## src/rtl/bf16_norm.sv

```systemverilog
// ============================================================================
// Module   : bf16_norm
// Brief    : Two-stage normalizer, unnormalized magnitude + exponent -> BF16.
// Revision : 1.0  initial release
// ============================================================================
`default_nettype none

module bf16_norm #(
    parameter int W  = 16,
    parameter int CW = $clog2(W + 1)
) (
    input  logic         clk,
    input  logic         rst,
    input  logic         valid_i,
    output logic         ready_o,
    input  logic         sign_i,
    input  logic [7:0]   exp_i,
    input  logic [W-1:0] mant_i,
    output logic         valid_o,
    input  logic         ready_i,
    output logic [15:0]  data_o,
    output logic         zero_o,
    output logic         uf_o
);

    localparam int c_lvl = $clog2(W);
    localparam int c_ext = (CW > 9) ? CW : 9;

    logic           v1_q, v1_d;
    logic           sign1_q, sign1_d;
    logic [7:0]     exp1_q, exp1_d;
    logic [W-1:0]   mant1_q, mant1_d;
    logic [CW-1:0]  lz1_q, lz1_d;

    logic           v2_q, v2_d;
    logic [15:0]    data2_q, data2_d;
    logic           zero2_q, zero2_d;
    logic           uf2_q, uf2_d;

    logic           w_s2_load;
    logic           w_s1_load;

    assign w_s2_load = ~v2_q | ready_i;
    assign w_s1_load = ~v1_q | w_s2_load;
    assign ready_o   = w_s1_load;

    // Leading-zero count: each level tests the upper half of the remaining
    // window and shifts it out when zero, yielding one count bit per level.
    logic [W-1:0]     w_lz_x [c_lvl];
    logic [c_lvl-1:0] w_lz_bits;
    logic [CW-1:0]    w_lz;
    logic             w_mant_zero;

    assign w_lz_x[0] = mant_i;

    genvar k;
    generate
        for (k = 0; k < c_lvl; k++) begin : g_lz_lvl
            localparam int c_sh = 1 << (c_lvl - 1 - k);
            assign w_lz_bits[c_lvl-1-k] = ~|w_lz_x[k][W-1 -: c_sh];
            if (k < c_lvl - 1) begin : g_fwd
                assign w_lz_x[k+1] = w_lz_bits[c_lvl-1-k] ? (w_lz_x[k] << c_sh)
                                                          : w_lz_x[k];
            end
        end
    endgenerate

    assign w_mant_zero = ~|mant_i;
    assign w_lz        = w_mant_zero ? CW'(W) : CW'(w_lz_bits);

    always_comb begin
        v1_d    = v1_q;
        sign1_d = sign1_q;
        exp1_d  = exp1_q;
        mant1_d = mant1_q;
        lz1_d   = lz1_q;
        if (w_s1_load) begin
            v1_d = valid_i;
            if (valid_i) begin
                sign1_d = sign_i;
                exp1_d  = exp_i;
                mant1_d = mant_i;
                lz1_d   = w_lz;
            end
        end
    end

    logic [W-1:0]     w_shifted;
    logic [c_ext-1:0] w_exp_ext;
    logic [c_ext-1:0] w_lz_ext;
    logic [7:0]       w_exp_out;
    logic [15:0]      w_res;
    logic             w_res_zero;
    logic             w_res_uf;

    assign w_shifted = mant1_q << lz1_q;
    assign w_exp_ext = c_ext'(exp1_q);
    assign w_lz_ext  = c_ext'(lz1_q);
    // Only reached when lz < exp <= 254, so the low byte of lz is exact.
    assign w_exp_out = exp1_q - w_lz_ext[7:0];

    always_comb begin
        w_res      = {sign1_q, exp1_q, mant1_q[W-2 -: 7]};
        w_res_zero = 1'b0;
        w_res_uf   = 1'b0;
        if (exp1_q == 8'hFF) begin
            w_res = {sign1_q, 8'hFF, mant1_q[W-2 -: 7]};
        end else if (lz1_q == CW'(W)) begin
            w_res      = {sign1_q, 15'b0};
            w_res_zero = 1'b1;
        end else if (w_exp_ext <= w_lz_ext) begin
            w_res    = {sign1_q, 15'b0};
            w_res_uf = 1'b1;
        end else begin
            w_res = {sign1_q, w_exp_out, w_shifted[W-2 -: 7]};
        end
    end

    logic w_unused_bits;
    assign w_unused_bits = ^{w_shifted[W-1], w_shifted[W-9:0],
                             w_lz_x[c_lvl-1][W-2:0]};

    always_comb begin
        v2_d    = v2_q;
        data2_d = data2_q;
        zero2_d = zero2_q;
        uf2_d   = uf2_q;
        if (w_s2_load) begin
            v2_d = v1_q;
            if (v1_q) begin
                data2_d = w_res;
                zero2_d = w_res_zero;
                uf2_d   = w_res_uf;
            end
        end
    end

    always_ff @(posedge clk or posedge rst) begin
        if (rst) begin
            v1_q    <= 1'b0;
            sign1_q <= 1'b0;
            exp1_q  <= 8'h00;
            mant1_q <= '0;
            lz1_q   <= '0;
            v2_q    <= 1'b0;
            data2_q <= 16'h0000;
            zero2_q <= 1'b0;
            uf2_q   <= 1'b0;
        end else begin
            v1_q    <= v1_d;
            sign1_q <= sign1_d;
            exp1_q  <= exp1_d;
            mant1_q <= mant1_d;
            lz1_q   <= lz1_d;
            v2_q    <= v2_d;
            data2_q <= data2_d;
            zero2_q <= zero2_d;
            uf2_q   <= uf2_d;
        end
    end

    assign valid_o = v2_q;
    assign data_o  = data2_q;
    assign zero_o  = zero2_q;
    assign uf_o    = uf2_q;

endmodule

`default_nettype wire

```

## config.mk

```make
export PLATFORM = sky130hd
export DESIGN_NAME = bf16_norm
export DESIGN_NICKNAME = d
export VERILOG_FILES = /design/src/rtl/bf16_norm.sv
export SDC_FILE = /design/constraint.sdc
export NUM_CORES = 1
export LEC_CHECK = 0
export CAP_MARGIN = 40
export CELL_PAD_IN_SITES_DETAIL_PLACEMENT = 1
export CELL_PAD_IN_SITES_GLOBAL_PLACEMENT = 2
export CORE_ASPECT_RATIO = 0.75
export CORE_MARGIN = 8
export CORE_UTILIZATION = 34
export CTS_CLUSTER_DIAMETER = 60
export CTS_CLUSTER_SIZE = 8
export DETAILED_ROUTE_END_ITERATION = 12
export PLACE_DENSITY = 0.83
export SYNTH_ARGS = -nofsm -noshare
export SYNTH_HDL_FRONTEND = slang
export SYNTH_SLANG_ARGS = --single-unit
```

## constraint.sdc

```tcl
create_clock -name clk -period 2.6 [get_ports clk]
set_input_delay 0.39 -clock clk [delete_from_list [all_inputs] [get_ports clk]]
set_output_delay 0.39 -clock clk [all_outputs]
set_load 0.02 [all_outputs]
```

## After elaboration in Yosys (flattened, before gate mapping)

Index checks and enable logic that the tools add are counted.

- Register bits: 50
- Bits of input ports: 29
- Output and inout port bits: 20
- Word-level logic and storage cells: 40

- $add $sub $neg: 1
- Magnitude comparators: 1
- Equal/unequal tests: 2
- Shift operators: 1
- Muxes and demuxes: 12
- Bitwise operators: 4
- Reductions and logical operators: 10

Operators with widths:

| cell | number |
|---|---|
| two-way mux 16 bit | 3 |
| two-way mux 15 bit | 3 |
| OR reduction 16 bit | 1 |
| << shifter 16 x 5 -> 15 bit | 1 |
| equality test 8 bit (second input constant) | 1 |
| <= comparator 8 x 5 -> 1 bit | 1 |
| OR reduction 8 bit | 1 |
| subtractor 8 x 5 -> 8 bit | 1 |
| equality test 5 bit (second input constant) | 1 |
| two-way mux 1 bit | 5 |
| two-way mux 5 bit | 1 |
| logical NOT 1 bit | 4 |
| AND reduction 2 bit | 2 |
| OR reduction 4 bit | 1 |
| NOT 1 bit | 2 |
| bitwise OR 1 bit | 2 |
| OR reduction 2 bit | 1 |

## Logic depth before layout (Yosys ltp)

Gate-level depths: netlist of the first run.

- Depth after elaboration: 8
- Gate-level depth with buffers: 9
- Depth with buffers taken out: 9

## Worst setup path after synthesis of the first run

OpenSTA, ideal clock, no wires.

- Path type: flip-flop to flip-flop
- Start: reg lz1_q[1]
- End: reg data2_q[13] (netlist: data_o[13])
- Setup time: 0.099 ns
- Data arrival time: 2.144 ns
- Required time: 2.501 ns
- Setup slack: 0.356 ns
- Stages on the path, launching flop included: 9
- Path buffers: 1
- Clock period less this slack: 2.244 ns
- Cells stage by stage: dfrtp_1 buf_2 inv_2 fa_1 a211oi_1 nor2_1 and2_1 or4_1 a311oi_1

- Longest elaborated chain between the ends: 4
- Elaborated cells between the ends (all ways): 6
- Classes of those cells: add/sub: 1; order compare: 1; eq/ne: 1; mux: 3

RTL lines:

| element | RTL line | RTL |
|---|---|---|
| start, declared | 33 | `logic [CW-1:0] lz1_q, lz1_d;` |
| start signal, assigned | 154 | `lz1_q <= lz1_d;` |
| subtractor 8 x 5 -> 8 bit or <= comparator 8 x 5 -> 1 bit (tied branches) | 100, 111 |  |
| two-way mux 15 bit | 111 | `end else if (w_exp_ext <= w_lz_ext) begin` |
| two-way mux 15 bit (*) | 108 | `end else if (lz1_q == CW'(W)) begin` |
| two-way mux 15 bit (*) | 106 | `if (exp1_q == 8'hFF) begin` |
| end signal, assigned | 156 | `data2_q <= data2_d;` |
| end, declared | 36 | `logic [15:0] data2_q, data2_d;` |

Mark *: on every way between the ends. The rest lies on a longest branch, timed or not.
A chain may end at the register's enable or synchronous reset.

## Final worst setup path of the first run

- Start: reg exp1_q[0]
- End: reg data2_q[13] (netlist: data_o[13])

- Longest elaborated chain between the ends: 4
- Elaborated cells between the ends (all ways): 6
- Classes of those cells: add/sub: 1; order compare: 1; eq/ne: 1; mux: 3

RTL lines:

| element | RTL line | RTL |
|---|---|---|
| start, declared | 31 | `logic [7:0] exp1_q, exp1_d;` |
| start signal, assigned | 152 | `exp1_q <= exp1_d;` |
| subtractor 8 x 5 -> 8 bit or <= comparator 8 x 5 -> 1 bit (tied branches) | 100, 111 |  |
| two-way mux 15 bit | 111 |  |
| two-way mux 15 bit | 108 |  |
| two-way mux 15 bit (*) | 106 |  |

Marks and branches as above.

==> metrics.yaml, run 1 <==
hold_viol_final: 0
vias: 2418
ant_nets: 0
cts_buffer_depth: 2
synthCells: 283
place_inst: 440
place_ws_ns: 0.123
syn-cell-area_um2: 2920
finalSetupTns_ns: 0
relSlewSlack_pct: 49.8
area_growth_pct: 28.6
ys_warn_count: 0
holdPathEnd: "data_o[15]"
port_buffers: 48
grt-ovfl-total: 0
cp-end-kind: "register"
post-route-drc-count: 0
dp_hpwl_um: 6700
crit_start: "exp1_q[0]"
hold_depth: 2
synthFlopType: "dfrtp_1"
rsz0062_at_grt: "false"
p_seq_share_pct: 39.2
finalSetupViolCount: 0
drv_slew: 0
initial_core_util_pct: 34.7
cap_violations: 0
synth_nets: 318
required_ns: 2.80
cts-buffers-inserted: 5
place.gp.congestion: 0.895
clk_pin_slew_ns: 0.07
pin_count: 49
antenna_cells: 0
period_share_pct: 91.5
worst_slack_ns: 0.221
fp-row-count: 29
firstDrtPassIters: 4
synth.distinct_cells: 53
fmax_mhz: 420
place_area_um2: 3600
grt_first_pass_wirelength_um: 14200
die_area_um2: 11800
htree_levels: 2
async_reset_ff_share_pct: 100
combPwrFrac_pct: 35.2
cp.arrival_ns: 2.58
cts_sinks: 49
antenna_found_initial: 0
root_buffer: "clkbuf_16"
critPathKind: "reg -> reg"
hold_class: "reg -> reg"
grt_use_total_pct: 15.2
ys_seq_area_share_pct: 42.0
power_density_nw_per_um2: 702
core_region_area_um2: 8420
p_switching_uw: 885
cts_tree: "yes"
switching_share_pct: 33.6
status: "finished, final reports clean"
timing.rr.start: "exp1_q[0]"
fp.dieW_um: 123
min_period_ns: 2.38
finalNonFillerCells: 448
grt_max_degree: 35
ff2ff_path_depth: 9
clock_latency_ns: 0.29
p_clk_share_pct: 25.6
cp-start-kind: "register"
wl_per_cell_um: 19.0
die_y_um: 96.3
irDropWorstVdd_v: 0.000348
ctsHoldBuffers: 0
min-delay-start: "sign1_q"
critPathMaxFanout: 4
routed_wl_um: 8530
r2r-end: "data_o[13]"
avgSynthCellArea_um2: 10.3
tightest_slew_ns: 0.753
regToRegSetupSlack_ns: 0.22
postCtsSetupRepairBufs: 0
detail_route.vias_per_cell: 5.40
ys_ff_latch: 49
drt_iter0_markers: 77
p_leak_uw: 0.00153
nNetsFinal: 374
drive_gt1_share_pct: 19.4
grt_pass1_vias: 2666
synth-edff-count: 0
skew_ns: 0.00752
cts_resized: 0
p_int_uw: 1750
fin_area_um2: 3760
-- per-stage QoR --
step | hold WS [ns] | power [µW] | utilization [%]
2_1_floorplan | 0.433 | 1560 | -
5_1_grt | 0.513 | 2810 | 44.6
4_1_cts | 0.473 | 2670 | 44.6
3_5_place_dp | 0.456 | 1980 | 42.8
3_3_place_gp | 0.441 | 1950 | 42.8
6_report | 0.469 | 2640 | 44.6
-- sequential cells by signal, indices dropped and copies added (netlist names) --
name	count
uf_o	1
data_o	16
mant1_q	15
v1_q	1
valid_o	1
exp1_q	8
sign1_q	1
zero_o	1
lz1_q	5
-- power groups by stage --
stage                     sequential [µW]  combinational, µW  clock (µW)
after floorplan                      1110                456           0
after global placement               1040                904           0
after detailed placement             1050                926           0
after CTS                            1040                935         696
after global routing                 1060               1010         733
final                                1030                926         675
-- layer usage --
| layer | share of wire, % | GRT usage (%) | routed length, µm |
|---|---|---|---|
| met4 | 1.1 | 4.20 | 90 |
| met5 | 0 | 0 | 0 |
| met2 | 40 | 21.2 | 3430 |
| met3 | 4.2 | 2.99 | 360 |
| met1 | 55 | 23.1 | 4650 |
-- synth_stat cells, types with 2 or more instances --
cell | n | area (µm²)
a2111oi_0 | 2 | 17.5
a211oi_1 | 5 | 37.5
a21oi_1 | 14 | 70.1
a32o_1 | 2 | 20.0
and2_1 | 3 | 18.8
and3_1 | 7 | 43.8
buf_2 | 4 | 20.0
clkbuf_1 | 8 | 30.0
dfrtp_1 | 49 | 1230
ha_1 | 5 | 62.6
inv_1 | 8 | 30.0
mux2_2 | 32 | 360
mux2i_1 | 19 | 190
mux4_2 | 3 | 67.6
nand2_1 | 16 | 60.1
nand2b_1 | 6 | 37.5
nand3b_1 | 3 | 22.5
nand4_1 | 3 | 18.8
nand4b_1 | 2 | 17.5
nor2_1 | 18 | 67.6
nor3_1 | 8 | 40.0
nor4_1 | 4 | 25.0
o21ai_0 | 16 | 80.1
o21bai_1 | 2 | 15.0
o221ai_1 | 3 | 26.3
o22ai_1 | 3 | 18.8
o31ai_1 | 6 | 45.0
or2_2 | 3 | 18.8
or3_1 | 2 | 12.5
or4_1 | 4 | 30.0
-- cells in the final DEF (no fill, tap or decap), types with 2 or more instances in the layout --
cell type	count
a211oi_1	5
and2_1	3
nand4b_1	2
nor2_1	18
a32o_1	2
buf_4	13
mux2_2	32
nand4_1	3
dfrtp_1	49
o221ai_1	3
nand3b_1	3
ha_1	5
or2_2	3
or3_1	2
clkbuf_16	5
o31ai_1	6
nand2_1	16
o21ai_0	16
and3_1	7
mux2i_1	19
clkdlybuf4s50_1	48
or4_1	4
nor3_1	8
a2111oi_0	2
mux4_2	3
nand2b_1	6
inv_1	7
o22ai_1	3
nor4_1	4
a21oi_1	14
o21bai_1	2
inv_2	2
-- cell families after synthesis --
logic type / Yosys count / synth area share (%)
AOI/OAI and AO/OA: 62 / 13.9
xor gates and xnor gates: 2 / 0.600
adders and majority gates: 6 / 2.83
buffers and inverters: 23 / 3.13
DFF: 49 / 42.0
muxes: 54 / 21.2
and+or+nand+nor: 87 / 16.4
-- critical path, cell delays in order, from the launching register on --
cell and delay, ns:
dfrtp_1 0.39, inv_1 0.06, ha_1 0.16, inv_1 0.06, fa_1 0.40, a211oi_1 0.27, nor2_1 0.11, and2_1 0.18
or4_1 0.39, a311oi_1 0.26
-- worst max path at each step --
stage,endpoint,slack [ns]
after floorplan,data_o[13],0.36
after global placement,lz1_q[1],0.15
after detailed placement,lz1_q[1],0.12
after CTS,data_o[13],0.20
after global routing,data_o[5],0.001
final,data_o[13],0.22
-- area by class of cell --
type                            count  area [µm²]
Multi-Input combinational cell    211        1600
Inverter                           10        37.5
Sequential cell                    49        1230
Clock inverter                      2        17.5
Timing Repair Buffer               62         598
Clock buffer                        6         139
Fill cell                         972        4660
Tap cell                          108         135
No activity file was read; power rests on OpenSTA's default activity.
==> inputs of run 2 (changes only) <==
CORE_MARGIN = default   (was 8)
==> run 2 against run 1 <==
Effect of this change:
- first-iteration DRC count increased by 5.2%
- clock power decreased by 4.0%
- clock-buffer cell count unchanged
- worst hold slack improved by 0.0084 ns
- critical path depth unchanged
==> metrics.yaml, run 2 (synthesized netlist as in run 1, its figures left out) <==
slowest_stage: "fa_1"
status: "finished, final reports clean"
area_growth_pct: 28.1
irDropWorstVdd_v: 0.000334
finalSetupTns_ns: 0
required_ns: 2.79
drv_slew: 0
antenna_cells: 0
cts-buffers-inserted: 5
finalNonFillerCells: 444
mostFrequentLayoutCell: "dfrtp_1"
die_y_um: 82.3
routed_wl_um: 8110
clk_pin_slew_ns: 0.07
ctsHoldBuffers: 0
root_buffer: "clkbuf_16"
firstDrtPassIters: 4
antenna_found_initial: 0
post-route-drc-count: 0
cap_violations: 0
cp-start-kind: "register"
place_inst: 437
grt_first_pass_wirelength_um: 13300
drive_gt1_share_pct: 19.2
grt_pass1_vias: 2521
relSlewSlack_pct: 46.9
die_area_um2: 8970
dp_hpwl_um: 6260
hold_viol_final: 0
tightest_slew_ns: 0.797
detail_route.vias_per_cell: 5.52
drt_iter0_markers: 81
cp.arrival_ns: 2.61
ant_nets: 0
grt_max_degree: 37
postCtsSetupRepairBufs: 0
fmax_mhz: 415
maxUsedRoutingLayer: "met4"
grt_use_total_pct: 19.7
vias: 2453
pin_count: 49
min_period_ns: 2.41
skew_ns: 0.00618
period_share_pct: 92.7
cts_tree: "yes"
wl_per_cell_um: 18.3
place.gp.congestion: 0.850
cp-end-kind: "register"
route.met2.wl_um: 3300
layout_common_cells: "49 x dfrtp_1, 48 x clkdlybuf4s50_1, 32 x mux2_2"
cts_sinks: 49
finalSetupViolCount: 0
wl_met3_um: 326
cpMostUsedCell: "inv_1"
core_region_area_um2: 8090
htree_levels: 2
fp.dieW_um: 109
critPathKind: "reg -> reg"
initial_core_util_pct: 36.1
rsz0062_at_grt: "false"
cp_slowest_stage_delay_ns: 0.40
largest_register_ff_count: 16
path_cells: "inv_1 -> ha_1 -> inv_1 -> fa_1 -> a211oi_1 -> nor2_1 -> and2_1 -> or4_1 -> a311oi_1"
p_leak_uw: 0.00152
fp-row-count: 28
nNetsFinal: 374
grt-ovfl-total: 0
clock_latency_ns: 0.28
critPathMaxFanout: 4
p_total_uw: 2600
fill_cells: 905
power_density_nw_per_um2: 694
cts_buffer_depth: 2
hold_class: "reg -> reg"
port_buffers: 48
wl_met1_um: 4420
==> run 2: changes by cell type in the layout (fill, tap and decap cells not counted), sizes merged <==
cell	previous run	this run
clkinv	2	1
clkinvlp	0	1
inv	10	9
==> run 2: area by class of cell <==
cell class	instances	area, µm²	area share [%]
clock buffers	6	139	3.71
repair buffers	62	598	16.0
flip-flops and latches	49	1230	32.8
multi-input cells	211	1600	42.8
clock inverters	1	7.51	0.201
inverters	10	37.5	1.00
well taps	105	131	3.51
==> run 2: critical path: cells and delay by family (launching register included) <==
family,cells,cell delay (ns)
and+or+nand+nor,3,0.72
adders and majority gates,2,0.57
AOI/OAI and AO/OA,2,0.53
DFF,1,0.39
buffers and inverters,2,0.12
==> run 2: where the power goes <==
part | switching (µW) | internal (µW) | total, µW
logic | 455 | 455 | 911
clock network | 271 | 377 | 648
registers | 131 | 906 | 1040
==> run 2: worst paths after layout <==
| check | startpoint | endpoint | slack (ns) | cells after the start |
|---|---|---|---|---|
| max reg2reg | exp1_q[0] | data_o[13] | 0.19 | 9 |
| min reg2reg | sign1_q | data_o[15] | 0.48 | 2 |
| min | sign1_q | data_o[15] | 0.48 | 2 |
| max in group asynchronous | rst | data_o[1] | 1.42 | 3 |
| max | exp1_q[0] | data_o[13] | 0.19 | 9 |
| min in group asynchronous | rst | exp1_q[5] | 0.56 | 2 |
==> run 2: repair_timing <==
action | 4_1_cts | 5_1_grt
resized for setup | 0 | 1
endpoints found under the setup margin | 0 | 2
hold endpoints to repair | 0 | 0
==> run 2: metal layers <==
metal,track usage [%],up-vias
met1,30.3,1214
li1,-,1172
met2,28.6,60
met4,4.46,0
met5,0,-
met3,2.90,7
==> run 2: per-stage QoR <==
stage | util [%] | hold WS, ns | setup WS (ns) | area [µm²]
floorplan | - | 0.433 | 0.356 | 2920
global placement | 44.4 | 0.444 | 0.146 | 3600
detailed placement | 44.4 | 0.463 | 0.102 | 3600
CTS | 46.2 | 0.480 | 0.165 | 3740
global route | 46.2 | 0.515 | 0.0256 | 3740
finish | 46.2 | 0.478 | 0.189 | 3740
==> inputs of run 3 (changes only) <==
CAP_MARGIN = default   (was 40)
==> results of run 3 <==
Final layout, timing and power as in run 2 (identical DEF).
==> variant, RTL diff (settings of run 2) <==
The parameter `W` goes from 16 to 32.
--- a/src/rtl/bf16_norm.sv
+++ b/src/rtl/bf16_norm.sv
@@ -7,5 +7,5 @@
 
 module bf16_norm #(
-    parameter int W  = 16,
+    parameter int W  = 32,
     parameter int CW = $clog2(W + 1)
 ) (
Ports: changed (resized mant_i); port bits go from 49 to 65. No check against the original RTL was run, so the function may have changed too.
==> variant against run 2 <==
- maximum frequency fell by 3.2%
- synthesized cell count rose by 42%
- die area rose by 49%
- routed wire length rose by 76%
- sequential share of layout area fell by 4.4 points
- design area rose by 55%
- core utilization rose by 0.54 points
- count of clock-buffer cells in the layout rose by 4
- setup slack got worse by 0.080 ns
- largest cell class unchanged
- power rose by 60%
- synthesized area rose by 50%
- sequential cell count rose by 17
==> variant: results (changes against run 2) <==
| Step | Quantity | Reported | vs run 2 |
| --- | --- | --- | --- |
| outcome | Result of the run | finished clean |  |
| clocking | Num CTS Buffers | 9 | +4 |
| cells and area | Multi-input comb cells | 297 | +41% |
| setup path | Data arrival time of the critical path | 2.71 ns | +0.10 ns |
| yosys | Synthesized-area fraction occupied by xor and xnor cells | 0.00799 | +0.00199 |
| cells and area | Clock Network Area Fraction | 0.0563 | +0.0172 |
| global routing | Via count of the first global-routing pass | 4083 | +62% |
| worst hold path | Path class of the lowest-slack min-delay path | primary input to async pin |  |
| global routing | Pin count of the biggest net entering global routing | 35 | -5.4% |
| yosys | Fraction of the mapped netlist area in adder cells | 0.0217 | -0.00660 |
| timing | Clock Skews | 0.00512 ns | -0.00106 ns |
| place | Final weighted congestion in routability-driven placement | 0.871 | +2.5% |
| power and ir drop | Power of the clock network | 1350 µW | +110% |
| yosys | Count of mapped cells out of synthesis | 401 | +42% |
| yosys | Compound-cell area share of the yosys netlist | 0.142 | +0.00251 |
| route | DR vias | 3836 | +56% |
| power and ir drop | Internal power | 2820 µW | +62% |
| clocking | CTS resizes | 3 | +3 |
| power and ir drop | Worst-case vdd ir drop | 0.349 mV | +4.7% |
| timing | Hold slack final | 0.402 ns | -0.0758 ns |
| global routing | Wire length of the first global-routing pass | 23.1 mm | +74% |
| floorplan | Row count | 35 | +25% |
| route | Detailed-route wire length per cell | 21.4 µm | +17% |
| power and ir drop | Power drawn by the combinational cells | 1420 µW | +56% |
| place | DP Cell Count | 650 | +49% |
| cells and area | Fin nets | 547 | +46% |
| place | Port Buffers | 64 | +33% |
| power and ir drop | Power attributed to sequential cells | 1400 µW | +35% |
| setup path | Setup slack of the most critical reg-to-reg path | 0.11 ns | -0.08 ns |
| route | DRC marker count from the first detailed-route iteration | 213 | +160% |
[variant: cell count changes after synthesis, sizes merged, moves of 9 or more]
cell,before,now
buf,5,16
dfrtp,49,66
mux2,32,43
mux2i,19,8
mux4,3,30
nand2,16,32
nand3,1,10
nor2,18,35
[variant: cells by family (layout without fill, tap and decap cells)]
group | count (synthesis) | after routing
compound gates | 93 | 93
flops | 66 | 66
simple gates | 112 | 112
fa+ha+maj | 7 | 7
mux | 81 | 81
xor+xnor | 4 | 4
buf+inv | 38 | 137
[variant: layer usage]
metal  part of all wire  global-route usage  vias to the layer above
li1                   -                   -                     1735
met1               0.47               0.332                     1950
met2               0.45               0.343                      130
met3              0.057              0.0485                       21
met4              0.018              0.0752                        0
met5                  0                   0                        -
[variant: through the flow]
stage / utilization / setup slack, ns
after CTS: 0.466 / 0.000898
after detailed placement: 0.439 / -0.0425
final: 0.468 / 0.109
after global placement: 0.439 / 0.00853
after floorplan: - / 0.0104
after global routing: 0.468 / -0.0186
